===== config.mk =====
export PLATFORM = sky130hd
export DESIGN_NAME = ts_bram_arbiter
export DESIGN_NICKNAME = d
export VERILOG_FILES = /design/src/rtl/ts_bram_arbiter.sv
export SDC_FILE = /design/constraint.sdc
export NUM_CORES = 1
export LEC_CHECK = 0
export BUFFER_PORTS_ARGS = -buffer_cell sky130_fd_sc_hd__buf_2
export CORE_MARGIN = 4
export CORE_UTILIZATION = 49
export CTS_CLUSTER_SIZE = 16
export DETAILED_ROUTE_END_ITERATION = 10
export PLACE_DENSITY = 0.83
export SETUP_SLACK_MARGIN = 0.2
export SLEW_MARGIN = 20
export SYNTH_ARGS = -nofsm -noshare
export SYNTH_HDL_FRONTEND = slang
export SYNTH_SLANG_ARGS = --single-unit

===== constraint.sdc =====
create_clock -name clk -period 4.46 [get_ports clk]
set_clock_uncertainty 0.15 [all_clocks]
set_input_delay 0.223 -clock clk [delete_from_list [all_inputs] [get_ports clk]]
set_output_delay 0.223 -clock clk [all_outputs]
set_load 0.03 [all_outputs]

===== src/rtl/ts_bram_arbiter.sv =====
// Shares one single-port BRAM between 64-bit timestamp captures (two word writes)
// and CPU register-port accesses. Timestamps win arbitration, but a CPU request always follows a capture.
module ts_bram_arbiter #(
  parameter  int G_MEMDEPTH = 1024,
  localparam int MAW        = $clog2(G_MEMDEPTH)
) (
  input  logic           clk,
  input  logic           rst,
  input  logic           sync_edge,
  input  logic [63:0]    free_count,
  input  logic           ts_clear,
  input  logic           cpu_req,
  input  logic           cpu_req_is_wr,
  input  logic [MAW+1:0] cpu_addr,
  input  logic [31:0]    cpu_wr_data,
  output logic           cpu_rd_ack,
  output logic           cpu_wr_ack,
  output logic [31:0]    cpu_rd_data,
  output logic           mem_en,
  output logic           mem_we,
  output logic [MAW-1:0] mem_addr,
  output logic [31:0]    mem_wdata,
  input  logic [31:0]    mem_rdata,
  output logic [MAW-1:0] wr_ptr,
  output logic [15:0]    drop_count
);

  typedef enum logic [2:0] {S_IDLE, S_TS_LO, S_TS_HI, S_CPU, S_CPU_ACK} state_t;

  state_t         state_q, state_d;
  logic           ts_pending_q, cpu_pending_q, cpu_is_wr_q;
  logic [63:0]    snapshot_q;
  logic [MAW-1:0] wr_ptr_q, cpu_waddr_q;
  logic [31:0]    cpu_wdata_q;
  logic [15:0]    drop_cnt_q;
  logic           in_ts_hi, ts_accept, ts_drop, cpu_accept;
  logic           unused_addr_lsb;

  assign unused_addr_lsb = ^cpu_addr[1:0];

  assign in_ts_hi   = (state_q == S_TS_HI);
  // TS_HI retires the pending capture, so an edge landing there is a new capture.
  assign ts_accept  = sync_edge && (!ts_pending_q || in_ts_hi);
  assign ts_drop    = sync_edge && !ts_accept;
  assign cpu_accept = cpu_req && !cpu_pending_q;

  always_ff @(posedge clk) begin
    if (rst) begin
      state_q       <= S_IDLE;
      ts_pending_q  <= 1'b0;
      cpu_pending_q <= 1'b0;
      cpu_is_wr_q   <= 1'b0;
      snapshot_q    <= '0;
      wr_ptr_q      <= '0;
      cpu_waddr_q   <= '0;
      cpu_wdata_q   <= '0;
      drop_cnt_q    <= '0;
    end else begin
      state_q <= state_d;

      if (ts_accept) begin
        snapshot_q   <= free_count;
        ts_pending_q <= 1'b1;
      end else if (in_ts_hi) begin
        ts_pending_q <= 1'b0;
      end

      if (cpu_accept) begin
        cpu_pending_q <= 1'b1;
        cpu_is_wr_q   <= cpu_req_is_wr;
        cpu_waddr_q   <= cpu_addr[MAW+1:2];
        cpu_wdata_q   <= cpu_wr_data;
      end else if (state_q == S_CPU_ACK) begin
        cpu_pending_q <= 1'b0;
      end

      // Clear beats both the pointer advance and the drop increment.
      if (ts_clear) begin
        wr_ptr_q   <= '0;
        drop_cnt_q <= '0;
      end else begin
        if (in_ts_hi) wr_ptr_q <= wr_ptr_q + MAW'(2);
        if (ts_drop && drop_cnt_q != 16'hFFFF) drop_cnt_q <= drop_cnt_q + 16'd1;
      end
    end
  end

  always_comb begin
    state_d     = state_q;
    mem_en      = 1'b0;
    mem_we      = 1'b0;
    mem_addr    = '0;
    mem_wdata   = '0;
    cpu_rd_ack  = 1'b0;
    cpu_wr_ack  = 1'b0;
    cpu_rd_data = '0;
    if (!rst) begin
      case (state_q)
        S_IDLE: begin
          if (ts_pending_q)       state_d = S_TS_LO;
          else if (cpu_pending_q) state_d = S_CPU;
        end
        S_TS_LO: begin
          mem_en    = 1'b1;
          mem_we    = 1'b1;
          mem_addr  = wr_ptr_q;
          mem_wdata = snapshot_q[31:0];
          state_d   = S_TS_HI;
        end
        S_TS_HI: begin
          mem_en    = 1'b1;
          mem_we    = 1'b1;
          mem_addr  = wr_ptr_q + MAW'(1);
          mem_wdata = snapshot_q[63:32];
          state_d   = cpu_pending_q ? S_CPU : S_IDLE;
        end
        S_CPU: begin
          mem_en    = 1'b1;
          mem_we    = cpu_is_wr_q;
          mem_addr  = cpu_waddr_q;
          mem_wdata = cpu_wdata_q;
          state_d   = S_CPU_ACK;
        end
        S_CPU_ACK: begin
          cpu_wr_ack = cpu_is_wr_q;
          cpu_rd_ack = !cpu_is_wr_q;
          if (!cpu_is_wr_q) cpu_rd_data = mem_rdata;
          state_d    = S_IDLE;
        end
        default: state_d = S_IDLE;
      endcase
    end
  end

  assign wr_ptr     = rst ? '0 : wr_ptr_q;
  assign drop_count = rst ? '0 : drop_cnt_q;

endmodule


**Word-level counts from Yosys, hierarchy flattened**

Index checks and enable logic that the tools add are counted.

- Register bits: 138
- Input bits: 146
- Output and inout bits: 104
- Word-level logic and storage cells: 58

- $add $sub $neg: 3
- Eq/ne operators: 6
- Muxes and demuxes: 25
- Reduce and logical (&&, ||, !) cells: 15

Operator list:

| operator | count |
|---|---|
| 2-to-1 mux 32 bit | 4 |
| case mux 32 bit (3 select lines) | 1 |
| case mux 10 bit (3 select lines) | 1 |
| 2-to-1 mux 10 bit | 2 |
| adder 16 x 1 -> 16 bit (second input constant) | 1 |
| 2-to-1 mux 16 bit | 1 |
| != test 16 bit (second input constant) | 1 |
| case mux 3 bit (4 select lines) | 1 |
| 2-to-1 mux 1 bit | 11 |
| adder 10 x 1 -> 10 bit (second input constant) | 1 |
| adder 10 x 2 -> 10 bit (second input constant) | 1 |
| equality test 3 x 2 -> 1 bit (second input constant) | 2 |
| 2-to-1 mux 3 bit | 2 |
| logical AND 1 bit | 4 |
| zero test 1 bit | 4 |
| nonzero test 2 bit | 2 |
| OR reduction 2 bit | 2 |
| equality test 3 x 1 -> 1 bit (second input constant) | 1 |
| equality test 3 bit (second input constant) | 1 |
| zero test 3 bit | 1 |
| != test 3 bit (second input constant) | 1 |
| OR reduction 3 bit | 1 |
| 2-to-1 mux 2 bit | 1 |
| case mux 1 bit (2 select lines) | 1 |
| logical OR 1 bit | 1 |

**Logic depth before layout (Yosys ltp)**

Gate-level depths: netlist of the first run.

- Depth after elaboration: 6
- Depth in mapped cells: 6
- Mapped depth without buffers: 5

**Least setup slack after synthesis of the first run**

OpenSTA, ideal clock, no wires.

- Path type: flip-flop to output port
- From: register state_q[1]
- To: output port mem_wdata[1]
- Data arrival time: 1.795 ns
- Data required time: 4.087 ns
- Slack: 2.292 ns
- Cell stages (with the launch flop): 7
- Buffers on the path: 3
- Path through: dfxtp_1 > buf_1 > nor2b_1 > clkbuf_1 > clkbuf_1 > a22oi_1 > nor2_1

- Longest elaborated chain between the ends: 3
- Elaborated cells between the ends (all ways): 5
- Classes of those cells: 3 x eq/ne; 2 x mux

RTL lines:

| item | RTL line | source |
|---|---|---|
| from (decl) | 30 | `state_t state_q, state_d;` |
| from (signal assigned) | 59 | `state_q <= state_d;` |
| equality test 3 x 2 -> 1 bit or equality test 3 x 1 -> 1 bit (tied branches) | 98 | `case (state_q)` |
| case mux 32 bit (3 select lines) (*) | 98 |  |
| 2-to-1 mux 32 bit (*) | 97 | `if (!rst) begin` |
| to (decl) | 22 | `output logic [31:0] mem_wdata,` |

Mark *: on every way between the ends. The rest lies on a longest branch, timed or not.

**Worst setup path in the final report of the first run**

- From: register state_q[1]
- To: output port mem_wdata[20]

The elaborated chain is that of the path after synthesis.

==> results of run 1 <==
==> layout make-up <==
type / instances / area [um^2]
inverter: 2 / 7.51
clock inverter: 8 / 144
tap: 172 / 215
clock buffer: 23 / 468
multi-input combinational: 635 / 3430
fill: 866 / 3260
sequential: 137 / 2750
timing repair buffer: 363 / 2400
==> flip-flops by register name (all words and copies together), names as in the netlist <==
register / flops
wr_ptr_q: 9
cpu_pending_q: 1
state_q: 3
cpu_is_wr_q: 1
cpu_waddr_q: 10
ts_pending_q: 1
cpu_wdata_q: 32
drop_cnt_q: 16
snapshot_q: 64
==> per-layer routing <==
| layer | vias up | wire length (um) |
|---|---|---|
| met2 | 501 | 11600 |
| met3 | 116 | 2160 |
| li1 | 3476 | - |
| met4 | 0 | 1460 |
| met1 | 3363 | 8370 |
| met5 | - | 0 |
==> logic make-up after synthesis <==
| group | synth area share [%] |
|---|---|
| xor gates and xnor gates | 1.23 |
| and+or+nand+nor | 28.3 |
| DFF | 42.9 |
| adders and majority gates | 0.392 |
| muxes | 5.80 |
| buffers and inverters | 4.09 |
| other | 0.0587 |
| AOI/OAI and AO/OA | 17.2 |
==> how the worst max path moves through the flow <==
stage	start	slack, ns	end	cells past startpoint
after floorplan	state_q[1]	2.29	mem_wdata[1]	6
after global placement	state_q[0]	1.68	snapshot_q[50]	5
after detailed placement	state_q[0]	1.66	snapshot_q[38]	5
after CTS	state_q[1]	1.54	mem_wdata[21]	6
after global routing	state_q[0]	1.30	snapshot_q[38]	5
final	state_q[1]	1.48	mem_wdata[20]	6
==> worst register-to-register path: stages (launching register included) <==
cell	delay, ns
dfxtp_2	0.96
nor3b_2	0.30
o21ai_4	0.58
buf_4	0.54
nand2_1	0.16
a21oi_1	0.18
==> where the power goes <==
part	internal [W]	switching, W	total [W]
combinational	0.000207	0.000258	0.000465
clock	0.000960	0.000522	0.00148
sequential	0.00129	0.0000515	0.00134
total	0.00246	0.000832	0.00329
==> through the flow <==
step           hold slack (ns)  util, %  cells  worst slack, ns  area, um^2
4_1_cts                  0.179     74.0   1339             1.54        9380
2_1_floorplan            0.190        -    838             2.29        6390
3_5_place_dp             0.294     60.6   1199             1.66        7680
3_3_place_gp             0.289     60.6   1199             1.68        7680
6_report                 0.127     74.2   1340             1.48        9410
5_1_grt                  0.131     74.2   1340             1.30        9410
==> cell usage in the layout (no fill, tap or decap), types with 3 or more instances in the layout <==
| master | count |
|---|---|
| nor2_1 | 58 |
| and2_1 | 36 |
| o31ai_1 | 6 |
| dfxtp_1 | 135 |
| clkbuf_16 | 17 |
| xor2_1 | 6 |
| dlygate4sd3_1 | 109 |
| nand4_1 | 8 |
| bufinv_16 | 4 |
| a22oi_1 | 41 |
| mux2_2 | 32 |
| nand3_1 | 5 |
| nand2_1 | 232 |
| nor4_1 | 3 |
| nor2b_1 | 25 |
| or3_1 | 6 |
| nor3_1 | 4 |
| clkinv_2 | 3 |
| o21ai_0 | 4 |
| buf_4 | 8 |
| or2_2 | 3 |
| or4_1 | 7 |
| a21oi_1 | 123 |
| buf_2 | 245 |
| xnor2_1 | 3 |
| and3_1 | 4 |
| and4_1 | 3 |
| clkbuf_1 | 4 |
==> flow_metrics.tcl, run 1 <==
set metrics [dict create \
    postCtsSetupBuffers 0 \
    setup_tns_ns 0 \
    cp_slowest_cell "dfxtp_2" \
    cts_tree "built" \
    hp-start "cpu_req" \
    cp.arrival_ns 2.61 \
    htreeDepth 4 \
    use_met3_pct 8.40 \
    rr_endpoint "snapshot_q[49]" \
    cts.sinks 137 \
    dieHeight_um 122 \
    r2r_cells 5 \
    path_cells "buf_4 > nor2b_2 > buf_4 > a22oi_1 > nor2_1 > buf_2" \
    yosysTopAreaCell "dfxtp_1" \
    num_vias 7456 \
    drc 0 \
    grt-ovfl-total 0 \
    core_um2 12700 \
    cp_top_family "buffers and inverters" \
    netlist_instances 838 \
    slew_headroom_pct 34.4 \
    fin_total_pwr_w 0.00329 \
    powerDensity_nw_per_um2 349 \
    busiest_layer "met2" \
    post_cts_resized 0 \
    synthArstFlopShare_pct 0 \
    num_rows 41 \
    ys_seq_area_share_pct 42.9 \
    clk_path_buf_depth 2 \
    ff2ff_setup_slack_ns 1.51 \
    start_util_pct 50.4 \
    grt_pass1_wl_um 36600 \
    portBuffers 246 \
    min_path_cells 4 \
    synth_top_area_share_pct 42.9 \
    cts_buffers 17 \
    fin_crit_ns 2.98 \
    ys_types 45 \
    hp-class "in2reg" \
    maxCapViolCount 0 \
    use_met1_pct 34.6 \
    syn_area_um2 6390 \
    avgViaCountPerCell 5.56 \
    critPathLaunchType "flop" \
    dr.pass1.iters 8 \
    area_delta_synth_final_pct 47.2 \
    ios 250 \
    clk_pin_slew_ns 0.06 \
    syn_area_per_cell_um2 7.63 \
    fin_crit_sh_pct 66.8 \
    wl_per_cell_um 17.6 \
    grt_start_max_net_pins 78 \
    dieArea_um2 14900 \
    antenna_found_initial 0 \
    grt_pass1_vias 7302 \
    ctsHoldBuffers 109 \
    n_antenna_cell 0 \
    ys_ff_latch 137 \
    place_hpwl_um 12800 \
    crit_path_frequent_cell "buf_4" \
    critPathBufInv 3 \
    required_ns 4.09 \
    yosys-top-cells-count "nand2_1, dfxtp_1, a21oi_1" \
    static-leakage-power_nw 4.14 \
    r2r_start "state_q[0]" \
    antenna_left 0 \
    nets 1304 \
    path_max_fanout 32 \
    gp_congestion 0.872 \
    yosysWarnings 0 \
    min_to "cpu_wdata_q[31]" \
    drt_wl_total_um 23500 \
    max_clock_freq_mhz 336 \
    ys_top_cells_by_area "dfxtp_1, nand2_1, a21oi_1" \
    syn_nets 986 \
    finalSetupViolCount 0 \
    use_met2_pct 54.0 \
    die_w_um 122 \
    slew_viol_final 0 \
    finalHoldViolCount 0 \
    worstSkewPairLatency_ns 0.42 \
    vdd_drop_max_mv 0.264 \
    grt_usage_pct 31.5 \
    drive_above_1_share_pct 27.9 \
    max_stage_delay_ns 0.47 \
    synth_most_common_cell "nand2_1" \
    tightestPinTransition_ns 0.985 \
    critPathKind "reg2out" \
    ys.flop_type "dfxtp_1" \
    rsz0062_at_grt "false" \
    synth-edff-count 0 \
    first_iter_violations 801 \
    outcome "finished clean" \
    end_kind "output pin" \
    cts-root-buf "clkbuf_16" \
]
Note: power is estimated with default switching activity, not from simulation.
==> run 2: changes to the inputs <==
Settings changed: ABC_AREA set to 1, CORE_UTILIZATION 49 to 45, PLACE_DENSITY 0.83 to 0.8.
Clock period 4.46 ns to 2.4 ns, I/O delays scaled along.
==> run 2 against run 1 <==
Effect of this change:
- largest cell class unchanged
- critical path depth rose by 3
- worst setup slack got worse by 1.3 ns
- die area rose by 11%
- sequential share of layout area fell by 1.7 points
==> flow_metrics.tcl, run 2 <==
set metrics [dict create \
    multi_input_area_um2 3160 \
    area_delta_synth_final_pct 52.2 \
    antenna_found_initial 1 \
    portBuffers 246 \
    end_kind "output pin" \
    static-leakage-power_nw 5.02 \
    slew_viol_final 0 \
    crit_end "cpu_rd_data[30]" \
    cp-startpoint "state_q[2]" \
    min_path_cells 5 \
    powerDensity_nw_per_um2 680 \
    r2r_start "cpu_pending_q" \
    grt-ovfl-total 0 \
    power_frac_seq_pct 37.9 \
    path_cells "inv_2 > nor3_2 > inv_2 > nor3_4 > buf_12 > buf_4 > inv_4 > nor2_1 > buf_4" \
    ff2ff_setup_slack_ns 0.33 \
    pwr-share-clk_pct 42.3 \
    synth_top_area_share_pct 41.7 \
    worstSkewPairLatency_ns 0.41 \
    biggestRegsByFlops "snapshot_q x64, cpu_wdata_q x32, drop_cnt_q x16" \
    grt_pass1_wl_um 35600 \
    wl_per_cell_um 15.1 \
    ios 250 \
    switching_power_w 0.00191 \
    max_clock_freq_mhz 461 \
    grt_pass1_vias 7764 \
    hp-class "in2reg" \
    syn_area_um2 6580 \
    start_util_pct 46.7 \
    rr_endpoint "cpu_waddr_q[6]" \
    syn_nets 1194 \
    grt_start_max_net_pins 83 \
    htreeDepth 4 \
    drt_wl_total_um 23900 \
    maxCapViolCount 0 \
    slew_headroom_pct 51.9 \
    ys_ff_latch 137 \
    rsz0062_at_grt "true" \
    synth-edff-count 0 \
    top_register "snapshot_q" \
    ys_seq_area_share_pct 41.7 \
    yosys-top-cells-count "nor2_1, nand2_1, dfxtp_1" \
    cp.arrival_ns 1.90 \
    finalSetupViolCount 0 \
    cts-root-buf "clkbuf_16" \
    dieHeight_um 129 \
    drive_above_1_share_pct 22.8 \
    synth_most_common_cell "nor2_1" \
    fill_cells 1081 \
    max_stage_delay_ns 0.37 \
    path_max_fanout 16 \
    power_frac_comb_pct 19.8 \
    netlist_instances 1046 \
    cp_slowest_cell "dfxtp_4" \
    drc 0 \
    stdcell_area_um2 10000 \
    gp_congestion 0.870 \
    mostFrequentLayoutCell "nor2_1" \
    critPathBufInv 6 \
    critical_path_depth 9 \
    avgViaCountPerCell 5.17 \
    place_hpwl_um 13400 \
    hp-start "sync_edge" \
    internal_power_w 0.00490 \
    die_w_um 129 \
    syn_area_per_cell_um2 6.29 \
    hold_ws_ns 0.122 \
    final_cell_mix "nor2_1, buf_2, nand2_1" \
    placed_area_um2 7930 \
    outcome "finished clean" \
    antenna_left 0 \
    fin_crit_ns 2.17 \
    yosysTopAreaCell "dfxtp_1" \
    grt_usage_pct 26.7 \
    num_vias 8199 \
    clk_path_buf_depth 2 \
    sw_frac_of_total_pct 28.0 \
    num_rows 43 \
    r2r_cells 6 \
    core_um2 14100 \
    dieArea_um2 16600 \
    tightestPinTransition_ns 0.721 \
    critPathKind "reg2out" \
    final-seq-area_um2 2750 \
    clk_pin_slew_ns 0.06 \
    cp_top_family "buffers and inverters" \
    cts_buffers 17 \
    nets 1540 \
    ys_types 29 \
    cts.sinks 137 \
    dr.pass1.iters 5 \
    largest_reg_flops 64 \
    setup_tns_ns 0 \
    yosysWarnings 0 \
    vdd_drop_max_mv 0.446 \
    finalHoldViolCount 0 \
    fin_crit_sh_pct 90.4 \
    ys_top_cells_by_area "dfxtp_1, nor2_1, nand2_1" \
    required_ns 2.13 \
    synthArstFlopShare_pct 0 \
    first_iter_violations 646 \
    ys.flop_type "dfxtp_1" \
    cts_tree "built" \
    critPathLaunchType "flop" \
]
run 2: worst min path at each step:
| stage | to |
|---|---|
| 2_1_floorplan | snapshot_q[0] |
| 3_3_place_gp | snapshot_q[62] |
| 3_5_place_dp | snapshot_q[22] |
| 4_1_cts | snapshot_q[4] |
| 5_1_grt | snapshot_q[36] |
| 6_report | snapshot_q[1] |
run 2: final cells by class:
class,instances,area share (%)
Timing Repair inverter,2,0.112
Clock inverter,12,1.96
Antenna cell,1,0.0250
Timing Repair Buffer,382,27.6
Clock buffer,20,4.56
Tap cell,180,2.25
Sequential cell,137,27.4
Multi-Input combinational cell,735,31.5
Inverter,117,4.47
run 2: cell families (layout without fill, tap and decap cells):
| kind of cell | after synthesis | in the layout | share of synthesized area [%] |
|---|---|---|---|
| DFF | 137 | 137 | 41.7 |
| other | 1 | 2 | 0.0570 |
| xor gates and xnor gates | 2 | 2 | 0.266 |
| AOI/OAI and AO/OA | 154 | 154 | 12.3 |
| adders and majority gates | 2 | 2 | 0.380 |
| buffers and inverters | 174 | 533 | 10.7 |
| and+or+nand+nor | 576 | 576 | 34.6 |
run 2: routing by layer:
layer  global-route usage, %  up-vias  share of wire (%)
li1                        -     3927                  -
met1                    28.8     3709                 37
met2                    47.7      461                 49
met3                    6.27      102                8.9
met4                    15.1        0                4.8
met5                       0        -                  0
run 2: stage by stage:
step	cells	util (%)	total power [W]	setup slack [ns]
after floorplan	1046	-	0.00332	0.356
after global placement	1428	56.2	0.00367	0.562
after detailed placement	1428	56.2	0.00370	0.504
after CTS	1574	69.2	0.00673	0.194
after global routing	1586	71.0	0.00706	0.131
final	1586	71.0	0.00681	0.229
run 2: power groups by stage:
stage	registers (W)	logic, W	clock network, W
after CTS	0.00257	0.00125	0.00291
after global placement	0.00261	0.00106	0
after floorplan	0.00259	0.000725	0
final	0.00258	0.00135	0.00288
after detailed placement	0.00262	0.00108	0
after global routing	0.00260	0.00147	0.00299
run 2: timing repair:
item | CTS | global route
endpoints found under the setup margin | 74 | 74
setup buffers | 1 | 7
pin swaps | 1 | 2
resized for setup | 8 | 78
hold endpoints to repair | 113 | 0
hold buffers | 113 | 0
cloned | 0 | 4
run 2: worst min-delay path: stages:
cell and delay [ns]:
buf_2 0.11, nand2_2 0.07, inv_2 0.15, nor2_1 0.13
nor2_1 0.05
